==> src/rtl/alu_seq_divider_if.sv <==
// Start/busy/done handshake and result bus between the execute stage and the
// sequential divider.
interface alu_seq_divider_if #(
  parameter int WIDTH = 32
);
  logic             start;
  logic             is_signed;
  logic [WIDTH-1:0] dividend;
  logic [WIDTH-1:0] divisor;
  logic             ready;
  logic             busy;
  logic             done;
  logic [WIDTH-1:0] quotient;
  logic [WIDTH-1:0] remainder;
  logic             div_by_zero;
  logic             overflow;

  modport master (
    output start, is_signed, dividend, divisor,
    input  ready, busy, done, quotient, remainder, div_by_zero, overflow
  );

  modport slave (
    input  start, is_signed, dividend, divisor,
    output ready, busy, done, quotient, remainder, div_by_zero, overflow
  );
endinterface

==> src/rtl/alu_seq_divider.sv <==
// Iterative restoring divider for div/divu: one subtract step per clock on
// operand magnitudes, with the signs re-applied in a final fix-up cycle.
module alu_seq_divider #(
  parameter int WIDTH = 32,
  parameter int CNT_W = 6
) (
  input  logic                i_clk,
  input  logic                i_rst_n,
  alu_seq_divider_if.slave    bus
);

  typedef enum logic [1:0] {S_IDLE, S_RUN, S_FIX} state_t;

  typedef struct packed {
    logic             q_neg;
    logic             r_neg;
    logic             dz;
    logic             ov;
    logic [WIDTH-1:0] raw_dvd;
  } op_ctx_t;

  localparam logic [WIDTH-1:0] MIN_NEG = {1'b1, {(WIDTH-1){1'b0}}};

  state_t           r_state, w_next;
  op_ctx_t          r_ctx;
  logic [CNT_W-1:0] r_cnt;
  logic [WIDTH-1:0] r_rem, r_quo, r_dvs;
  logic [WIDTH-1:0] r_q_out, r_r_out;
  logic             r_done, r_dz_out, r_ov_out;

  logic             w_accept;
  logic             w_dvd_neg, w_dvs_neg;
  logic [WIDTH-1:0] w_dvd_mag, w_dvs_mag;
  logic [WIDTH:0]   w_shift;
  logic             w_ge;
  logic [WIDTH-1:0] w_trial;

  assign w_accept  = (r_state == S_IDLE) && bus.start;
  assign w_dvd_neg = bus.is_signed && bus.dividend[WIDTH-1];
  assign w_dvs_neg = bus.is_signed && bus.divisor[WIDTH-1];
  assign w_dvd_mag = w_dvd_neg ? -bus.dividend : bus.dividend;
  assign w_dvs_mag = w_dvs_neg ? -bus.divisor  : bus.divisor;

  // rem stays below the divisor, so a successful trial always fits in WIDTH bits
  assign w_shift = {r_rem, r_quo[WIDTH-1]};
  assign w_ge    = (w_shift >= {1'b0, r_dvs});
  assign w_trial = w_shift[WIDTH-1:0] - r_dvs;

  always_ff @(posedge i_clk or negedge i_rst_n) begin
    if (!i_rst_n) r_state <= S_IDLE;
    else          r_state <= w_next;
  end

  always_comb begin
    w_next = r_state;
    case (r_state)
      S_IDLE: if (bus.start) w_next = (bus.divisor == '0) ? S_FIX : S_RUN;
      S_RUN:  if (r_cnt == CNT_W'(WIDTH-1)) w_next = S_FIX;
      S_FIX:  w_next = S_IDLE;
      default: w_next = S_IDLE;
    endcase
  end

  always_ff @(posedge i_clk or negedge i_rst_n) begin
    if (!i_rst_n) begin
      r_ctx <= '0;
      r_cnt <= '0;
      r_rem <= '0;
      r_quo <= '0;
      r_dvs <= '0;
    end else if (w_accept) begin
      r_ctx.q_neg   <= w_dvd_neg ^ w_dvs_neg;
      r_ctx.r_neg   <= w_dvd_neg;
      r_ctx.dz      <= (bus.divisor == '0);
      r_ctx.ov      <= bus.is_signed && (bus.dividend == MIN_NEG) && (bus.divisor == '1);
      r_ctx.raw_dvd <= bus.dividend;
      r_cnt         <= '0;
      r_rem         <= '0;
      r_quo         <= w_dvd_mag;
      r_dvs         <= w_dvs_mag;
    end else if (r_state == S_RUN) begin
      r_rem <= w_ge ? w_trial : w_shift[WIDTH-1:0];
      r_quo <= {r_quo[WIDTH-2:0], w_ge};
      r_cnt <= r_cnt + CNT_W'(1);
    end
  end

  // Results and flags move only on the fix-up edge and hold otherwise
  always_ff @(posedge i_clk or negedge i_rst_n) begin
    if (!i_rst_n) begin
      r_q_out  <= '0;
      r_r_out  <= '0;
      r_dz_out <= 1'b0;
      r_ov_out <= 1'b0;
      r_done   <= 1'b0;
    end else begin
      r_done <= (r_state == S_FIX);
      if (r_state == S_FIX) begin
        if (r_ctx.dz) begin
          r_q_out <= '1;
          r_r_out <= r_ctx.raw_dvd;
        end else begin
          r_q_out <= r_ctx.q_neg ? -r_quo : r_quo;
          r_r_out <= r_ctx.r_neg ? -r_rem : r_rem;
        end
        r_dz_out <= r_ctx.dz;
        r_ov_out <= r_ctx.ov;
      end
    end
  end

  assign bus.ready       = (r_state == S_IDLE);
  assign bus.busy        = (r_state == S_RUN) || (r_state == S_FIX);
  assign bus.done        = r_done;
  assign bus.quotient    = r_q_out;
  assign bus.remainder   = r_r_out;
  assign bus.div_by_zero = r_dz_out;
  assign bus.overflow    = r_ov_out;

endmodule

==> src/flat_wrapper.sv <==
// flat-port wrapper written by rule: the top's interface ports become plain ports
module alu_seq_divider_flat 
#(
  parameter int WIDTH = 32,
  parameter int CNT_W = 6
)
  (i_clk, i_rst_n, bus_start, bus_is_signed, bus_dividend, bus_divisor, bus_ready, bus_busy, bus_done, bus_quotient, bus_remainder, bus_div_by_zero, bus_overflow);
  alu_seq_divider_if #(.WIDTH(WIDTH)) bus_i ();
  input  logic i_clk;
  input  logic i_rst_n;
  input wire logic [$bits(bus_i.start)-1:0] bus_start;
  input wire logic [$bits(bus_i.is_signed)-1:0] bus_is_signed;
  input wire logic [$bits(bus_i.dividend)-1:0] bus_dividend;
  input wire logic [$bits(bus_i.divisor)-1:0] bus_divisor;
  output wire logic [$bits(bus_i.ready)-1:0] bus_ready;
  output wire logic [$bits(bus_i.busy)-1:0] bus_busy;
  output wire logic [$bits(bus_i.done)-1:0] bus_done;
  output wire logic [$bits(bus_i.quotient)-1:0] bus_quotient;
  output wire logic [$bits(bus_i.remainder)-1:0] bus_remainder;
  output wire logic [$bits(bus_i.div_by_zero)-1:0] bus_div_by_zero;
  output wire logic [$bits(bus_i.overflow)-1:0] bus_overflow;
  assign bus_i.start = bus_start;
  assign bus_i.is_signed = bus_is_signed;
  assign bus_i.dividend = bus_dividend;
  assign bus_i.divisor = bus_divisor;
  assign bus_ready = bus_i.ready;
  assign bus_busy = bus_i.busy;
  assign bus_done = bus_i.done;
  assign bus_quotient = bus_i.quotient;
  assign bus_remainder = bus_i.remainder;
  assign bus_div_by_zero = bus_i.div_by_zero;
  assign bus_overflow = bus_i.overflow;
  alu_seq_divider #(.WIDTH(WIDTH), .CNT_W(CNT_W)) u_core (.i_clk(i_clk), .i_rst_n(i_rst_n), .bus(bus_i));
endmodule
==> config.mk <==
export PLATFORM = sky130hd
export DESIGN_NAME = alu_seq_divider_flat
export DESIGN_NICKNAME = d
export VERILOG_FILES = /design/src/rtl/alu_seq_divider_if.sv /design/src/rtl/alu_seq_divider.sv /design/src/flat_wrapper.sv
export SDC_FILE = /design/constraint.sdc
export NUM_CORES = 1
export LEC_CHECK = 0
export BUFFER_PORTS_ARGS = -buffer_cell sky130_fd_sc_hd__buf_2
export CORE_AREA = 3 3 299 154
export CTS_CLUSTER_DIAMETER = 200
export DETAILED_ROUTE_END_ITERATION = 7
export DIE_AREA = 0 0 302 157
export GPL_ROUTABILITY_DRIVEN = 0
export PLACE_DENSITY = 0.45
export SETUP_SLACK_MARGIN = 0.05
export SYNTH_ARGS = -nofsm -noshare
export SYNTH_HDL_FRONTEND = slang
export SYNTH_SLANG_ARGS = --single-unit
==> constraint.sdc <==
create_clock -name i_clk -period 4.25 [get_ports i_clk]
set_clock_uncertainty 0.05 [all_clocks]
set_input_delay 0.2125 -clock i_clk [delete_from_list [all_inputs] [get_ports i_clk]]
set_output_delay 0.2125 -clock i_clk [all_outputs]
set_load 0.05 [all_outputs]
==> summary.txt, run 1 <==
Pwr
  – Switching pwr: 6.728 mW
  – Seq pwr share: 27.1%
  – Sw Share: 48.70%
  – Clock network power share: 15.2%
  – Static leakage: 6.924 nW
  – Total power: 13.82 mW
  – Pwr/cell area: 879.8 nW/µm²
  – Pint: 7.088 mW
  – Peak supply drop: 0.3445 mV
  – Comb power frac: 57.7%

Critical path
  – Critical Path RT: 4.66 ns
  – CP endpoint kind: flip-flop
  – Crit Path Class: reg -> reg
  – Startpoint class of the critical path: flip-flop
  – Critical Path AT: 4.14 ns
  – CP max FO: 3

Job
  – Max-Cap Viols: 0

STA
  – Actual slew at the worst max-slew pin: 1.014 ns
  – Final period util: 87.75%
  – Hold_ws: 0.02280 ns
  – Minimum clock period: 3.729 ns
  – Final setup viols: 0
  – Setup TNS: 0 ns
  – Final worst slack: 0.5207 ns
  – Slew HR: 32.40%
  – Slew Limit Fails: 0
  – RSZ-0062 raised after global routing: no
  – Hold Vio Cnt, Final: 0
  – FMAX: 268.1 MHz

Finish
  – Share of cells above drive strength 1: 14.91%
  – Fin util: 36.15%
  – Fill cells: 4,503
  – Post-Layout Inst Area: 15,710 µm²
  – P&R area growth vs syn: 21.09%
  – Register area: 5181 µm²
  – Final non-filler cell total: 2,294
  – Multi-input gate area: 7263 µm²
  – Layout Nets: 1,796

Routing
  – Via-to-Cell Ratio: 4.776
  – Drt wl/cell: 16.96 µm
  – Initial detailed-routing violation count: 860
  – Via count: 10,960
  – WL final: 38,910 µm
  – # DRC: 0
  – Post-DRT Antenna Nets: 0
  – DRT Pass-1 Iters: 5

GRT
  – Initial antenna violation count: 1
  – Largest net degree at the start of global routing: 105
  – Gr ovfl total: 0
  – Vias in the first global route: 10,920
  – GRT Total Usage: 16.35%
  – First-pass GRT wire length: 62,510 µm

Place
  – DP Cell Count: 2,188
  – Hpwl dp: 28,530 µm
  – Worst slack, placed: 0.5409 ns
  – Placed instance area: 14,300 µm²
  – Input/output buffers: 136

Synthesis
  – Synth Area per Inst: 8.578 µm²
  – Prevailing post-synth register cell: dfrtp_1
  – Synth area leaders: dfrtp_1, nand2_1, xor2_1, o21ai_0, a21oi_1
  – Top-count cell post-synth: nand2_1
  – Asr flop ratio synth: 100.0%
  – Post-synth top area share: 39.94%
  – Post-Syn Area: 12,970 µm²
  – Ys Warns: 0
  – EDFF count, synth: 0
  – Mapped Nets: 1,622
  – Synth cell types: 67
  – Post-synthesis sequential area ratio: 39.94%
  – Synth cell count leaders: nand2_1, dfrtp_1, o21ai_0, a21oi_1, nor2_1
  – Dominant cell type by area after synthesis: dfrtp_1
  – Mapped Cells: 1,512
  – Synthesis-stage register bit count: 207

Clock network
  – CTS tree: done
  – Post-CTS setup buffer count: 0
  – Worst-path clk slew: 0.06 ns
  – Bufs on Longest Clock Path: 3
  – CTS Buf Count: 24
  – Post-CTS Resized: 0
  – Root Buffer: clkbuf_16
  – Number of clock sinks: 207
  – Htree depth: 1
  – Clk Latency, worst-skew pair: 0.55 ns
  – Post-CTS Hold Buffers: 60

Die
  – Die W: 302 µm
  – Die Span Y: 157 µm
  – Initial Util: 29.85%
  – Num rows: 54
  – Die area: 47,410 µm²
  – # IOs: 137
  – Total core area: 43,440 µm²

Outcome
  – Status: completed

Hold path
  – Worst Hold Class: in -> reg
## cell usage in the layout (no fill, tap or decap), drive strengths merged, types with 8 or more instances in the layout
cell type    instances
a211oi              14
a21o                12
a21oi              129
a31oi               11
and3                11
buf                163
clkbuf              40
dfrtp              207
dlygate4sd3         60
ha                  41
inv                 59
mux2                31
mux2i               46
nand2              251
nand4               18
nor2               121
nor2b                8
nor3                18
nor4                15
o21ai              158
o31ai               26
o41ai               13
or3                 14
or4                 13
xnor2               58
xor2                92
## path summary, 6_finish.rpt
check                            startpoint  cells past startpoint                      to  slack, ns
max                        u_core.r_quo[31]                     13        u_core.r_rem[28]       0.52
min                         bus_divisor[11]                      3        u_core.r_dvs[11]       0.02
max reg2reg                u_core.r_quo[31]                     13        u_core.r_rem[28]       0.52
min reg2reg                 u_core.r_dvs[3]                      2         u_core.r_dvs[3]       0.43
max in group asynchronous           i_rst_n                      3        u_core.r_ctx[33]       2.77
min in group asynchronous           i_rst_n                      2  u_core.bus.quotient[2]       0.28
## state kept, by name (all words and copies together) (netlist names)
register	flops
u_core.r_ctx	36
u_core.bus.quotient	32
u_core.bus.remainder	32
u_core.r_dvs	32
u_core.r_quo	32
u_core.r_rem	32
u_core.r_cnt	6
u_core.r_state	2
u_core.bus.div_by_zero	1
u_core.bus.done	1
u_core.bus.overflow	1
## power by group through the flow
stage	registers (mW)	logic, mW	clock network, mW
after floorplan	4.55	5.07	0
after global placement	3.75	7.96	0
after detailed placement	3.78	7.94	0
after CTS	3.75	8.01	2.18
after global routing	3.89	8.87	2.25
final	3.74	7.97	2.10
## cell type report
type	count	area share [%]
diodes	2	0.03187
clock buffers	39	4.692
clock inverters	5	0.3904
inverters	59	1.410
multi-input cells	1170	46.25
flip-flops and latches	207	32.99
well taps	588	4.685
repair buffers	224	9.552
## layer usage
metal | vias to the layer above | track usage (%) | share of wire [%] | routed length [µm]
li1 | 5622 | - | - | -
met1 | 5143 | 23.87 | 51 | 19920
met2 | 145 | 25.43 | 43 | 16880
met3 | 47 | 2.302 | 2.9 | 1144
met4 | 0 | 4.215 | 2.5 | 966
met5 | - | 0 | 0 | 0
## worst max-delay path, cell delays in order (launching register included)
cell and delay (ns):
dfrtp_1 0.39, inv_1 0.13, ha_1 0.19, inv_1 0.05
fa_1 0.42, a211oi_1 0.36, o211ai_1 0.15, a221oi_1 0.48
o21ai_0 0.28, o21bai_1 0.35, o21ai_0 0.15, o21ai_0 0.14
or3b_1 0.35, a31oi_1 0.16
## logic make-up (layout without fill, tap and decap cells)
kind of cell	count (synthesis)	in the layout	share of synthesized area, %
buffers and inverters	135	327	4.341
flip-flops	207	207	39.94
adder cells (fa/ha/maj)	42	42	4.110
AND/OR/NAND/NOR	500	500	17.08
XOR/XNOR	150	150	10.13
other	0	2	0
AO/OA/AOI/OAI	401	401	18.13
multiplexers	77	77	6.270
Power figures use the tool's default switching activity.
==> run 2, diff against run 1 <==
--- a/config.mk
+++ b/config.mk
@@ -6,12 +6,12 @@
 export NUM_CORES = 1
 export LEC_CHECK = 0
 export BUFFER_PORTS_ARGS = -buffer_cell sky130_fd_sc_hd__buf_2
-export CORE_AREA = 3 3 299 154
+export CORE_AREA = 3 3 277 143
 export CTS_CLUSTER_DIAMETER = 200
 export DETAILED_ROUTE_END_ITERATION = 7
-export DIE_AREA = 0 0 302 157
+export DIE_AREA = 0 0 280 146
 export GPL_ROUTABILITY_DRIVEN = 0
-export PLACE_DENSITY = 0.45
+export PLACE_DENSITY = 0.51
 export SETUP_SLACK_MARGIN = 0.05
 export SYNTH_ARGS = -nofsm -noshare
 export SYNTH_HDL_FRONTEND = slang
==> run 2 against run 1 <==
Compared with the run above: global-route usage increased by 1.7 points; clock power down 10%; cell area decreased by 1.6%; critical path depth unchanged; count of clock-buffer cells in the layout down 7; sequential share of layout area increased by 0.52 points; non-clock buffer count is 5 lower; sequential cell count unchanged; die area shrank 14%; first-iteration DRC count fell by 11%; register-to-register slack improved by 0.05 ns.
==> summary.txt, run 2 (synthesis gave the netlist of run 1 again) <==
STA
  – Minimum clock period: 3.679 ns (-0.05077 ns)
  – FMAX: 271.8 MHz (+1.4%)
  – RSZ-0062 raised after global routing: no
  – Final setup viols: 0 (unchanged)
  – Hold Vio Cnt, Final: 0 (unchanged)
  – Setup TNS: 0 ns (unchanged)
  – Slew Limit Fails: 0 (unchanged)
  – Actual slew at the worst max-slew pin: 1.032 ns (+0.01816 ns)
  – Final worst slack: 0.5714 ns (+0.05077 ns)
  – Slew HR: 31.19% (-1.2 points)
  – Final period util: 86.55% (-1.2 points)
  – Hold_ws: 0.01065 ns (-0.01215 ns)

Finish
  – Top reg by flops: u_core.r_ctx
  – Largest register FFs: 36 (unchanged)
  – P&R area growth vs syn: 19.20%
  – Commonest cells after routing, fill and taps aside: nand2_1, dfrtp_1, o21ai_0
  – Layout Nets: 1,790 (-0.33%)
  – Share of cells above drive strength 1: 14.46% (-0.44 points)
  – Commonest non-fill, non-tap cell in the layout: nand2_1

Critical path
  – Startpoint class of the critical path: flip-flop
  – CP peak stage delay: 0.50 ns (+0.02 ns)
  – CP endpoint kind: flip-flop
  – Critical Path AT: 4.08 ns (-0.06 ns)
  – Critical Path RT: 4.65 ns (about the same)
  – CP Cell Sequence: inv_1 > ha_1 > inv_1 > fa_1 > a211oi_1 > o211ai_1 > a221oi_1 > o21ai_0 > o21bai_1 > o21ai_0 > o21ai_0 > or3b_1 > a31oi_1
  – Slowest stage cell, crit path: a221oi_1
  – CP most frequent cell: o21ai_0
  – Crit Path Class: reg -> reg
  – CP max FO: 3 (unchanged)

Place
  – Worst slack, placed: 0.5507 ns (+0.009834 ns)
  – Input/output buffers: 136 (unchanged)
  – Hpwl dp: 27,210 µm (-4.6%)

Routing
  – Via-to-Cell Ratio: 4.985 (+4.4%)
  – Post-DRT Antenna Nets: 0 (unchanged)
  – WL final: 37,520 µm (-3.6%)
  – Via count: 10,920 (-0.36%)
  – Initial detailed-routing violation count: 763 (-11%)
  – Drt wl/cell: 17.13 µm (+1.0%)
  – DRT Pass-1 Iters: 5 (unchanged)
  – # DRC: 0 (unchanged)

Pwr
  – Peak supply drop: 0.3441 mV (-0.11%)
  – Total power: 13.54 mW (-2.0%)
  – Seq pwr share: 28.2% (+1.1 points)
  – Pint: 6.886 mW (-2.9%)
  – Switching pwr: 6.657 mW (-1.1%)
  – Pwr/cell area: 876.0 nW/µm² (-0.43%)
  – Static leakage: 6.844 nW (-1.2%)
  – Clock network power share: 14.0% (-1.2 points)
  – Comb power frac: 57.9% (+0.2 points)
  – Sw Share: 49.15% (+0.46 points)

Clock network
  – Bufs on Longest Clock Path: 3 (unchanged)
  – Post-CTS Resized: 0 (unchanged)
  – Root Buffer: clkbuf_16
  – Post-CTS setup buffer count: 0 (unchanged)
  – Clk Latency, worst-skew pair: 0.53 ns (-0.02 ns)
  – CTS tree: done
  – CTS Buf Count: 23 (-4.2%)
  – Post-CTS Hold Buffers: 61 (+1.7%)
  – Worst-path clk slew: 0.06 ns (about the same)
  – Number of clock sinks: 207 (unchanged)
  – Htree depth: 1 (unchanged)

Outcome
  – Status: completed

Die
  – Initial Util: 34.84% (+5.0 points)
  – Die Span Y: 146 µm (-7.0%)
  – # IOs: 137 (unchanged)
  – Total core area: 37,220 µm² (-14%)
  – Die W: 280 µm (-7.3%)
  – Num rows: 50 (-7.4%)
  – Die area: 40,880 µm² (-14%)

Job
  – Max-Cap Viols: 0 (unchanged)

GRT
  – First-pass GRT wire length: 60,300 µm (-3.5%)
  – Vias in the first global route: 10,740 (-1.7%)
  – GRT Total Usage: 18.08% (+1.7 points)
  – Initial antenna violation count: 2 (+1)
  – Gr ovfl total: 0 (unchanged)
  – Largest net degree at the start of global routing: 93 (-11%)

Hold path
  – Worst Hold Class: in -> reg
-- run 2: cell types whose count changed in the layout (fill, tap and decap cells not counted), sizes merged --
cell / before / now
dlygate4sd3: 60 / 61
inv: 59 / 60
clkbuf: 40 / 33
bufinv: 1 / 0
clkinvlp: 0 / 2
buf: 163 / 157
-- run 2: cell type report --
class                           count  area, µm²
Timing Repair Buffer              219       1478
Tap cell                          494      618.1
Sequential cell                   207       5181
Fill cell                        3796      21760
Inverter                           59      221.5
Multi-Input combinational cell   1170       7263
Clock buffer                       32      649.4
Antenna cell                        2      5.005
Clock inverter                      7      43.79
-- run 2: layer usage --
layer	share of wire [%]	global-route usage, %	up-vias	wire length [µm]
met5	0	0	-	0
met4	2.3	4.459	0	866
met3	4.1	2.966	48	1522
met2	43	27.55	193	16210
met1	50	26.63	5074	18930
li1	-	-	5603	-
-- run 2: critical path: cells and delay by family, from the launching register on --
| family | cells | cell delay, ns |
|---|---|---|
| AO/OA/AOI/OAI | 8 | 2.04 |
| adder cells (fa/ha/maj) | 2 | 0.58 |
| buffers and inverters | 2 | 0.17 |
| flip-flops | 1 | 0.40 |
| AND/OR/NAND/NOR | 1 | 0.35 |
-- run 2: worst paths after layout --
check,start,endpoint,slack [ns],cells past startpoint
setup / recovery,u_core.r_quo[31],u_core.r_rem[28],0.57,13
hold / removal,bus_dividend[0],u_core.r_ctx[0],0.01,3
setup reg to reg,u_core.r_quo[31],u_core.r_rem[28],0.57,13
hold reg to reg,u_core.r_ctx[32],u_core.r_ctx[32],0.42,2
max in group asynchronous,i_rst_n,u_core.r_ctx[33],2.93,3
min in group asynchronous,i_rst_n,u_core.bus.quotient[4],0.30,2
-- run 2: per-stage QoR --
step                instance area (µm²)  std cells  util (%)
floorplan                         12970       1512         -
global placement                  14150       2088     38.02
detailed placement                14150       2088     38.02
CTS                               15450       2188     41.52
global route                      15460       2190     41.53
finish                            15460       2190     41.53
-- run 2: power by group through the flow --
| stage | Clock [mW] | Sequential (mW) | Combinational (mW) |
|---|---|---|---|
| floorplan | 0 | 4.55 | 5.07 |
| global placement | 0 | 3.82 | 7.78 |
| detailed placement | 0 | 3.84 | 7.78 |
| CTS | 1.95 | 3.82 | 7.87 |
| global route | 2.01 | 3.96 | 8.72 |
| finish | 1.89 | 3.82 | 7.84 |
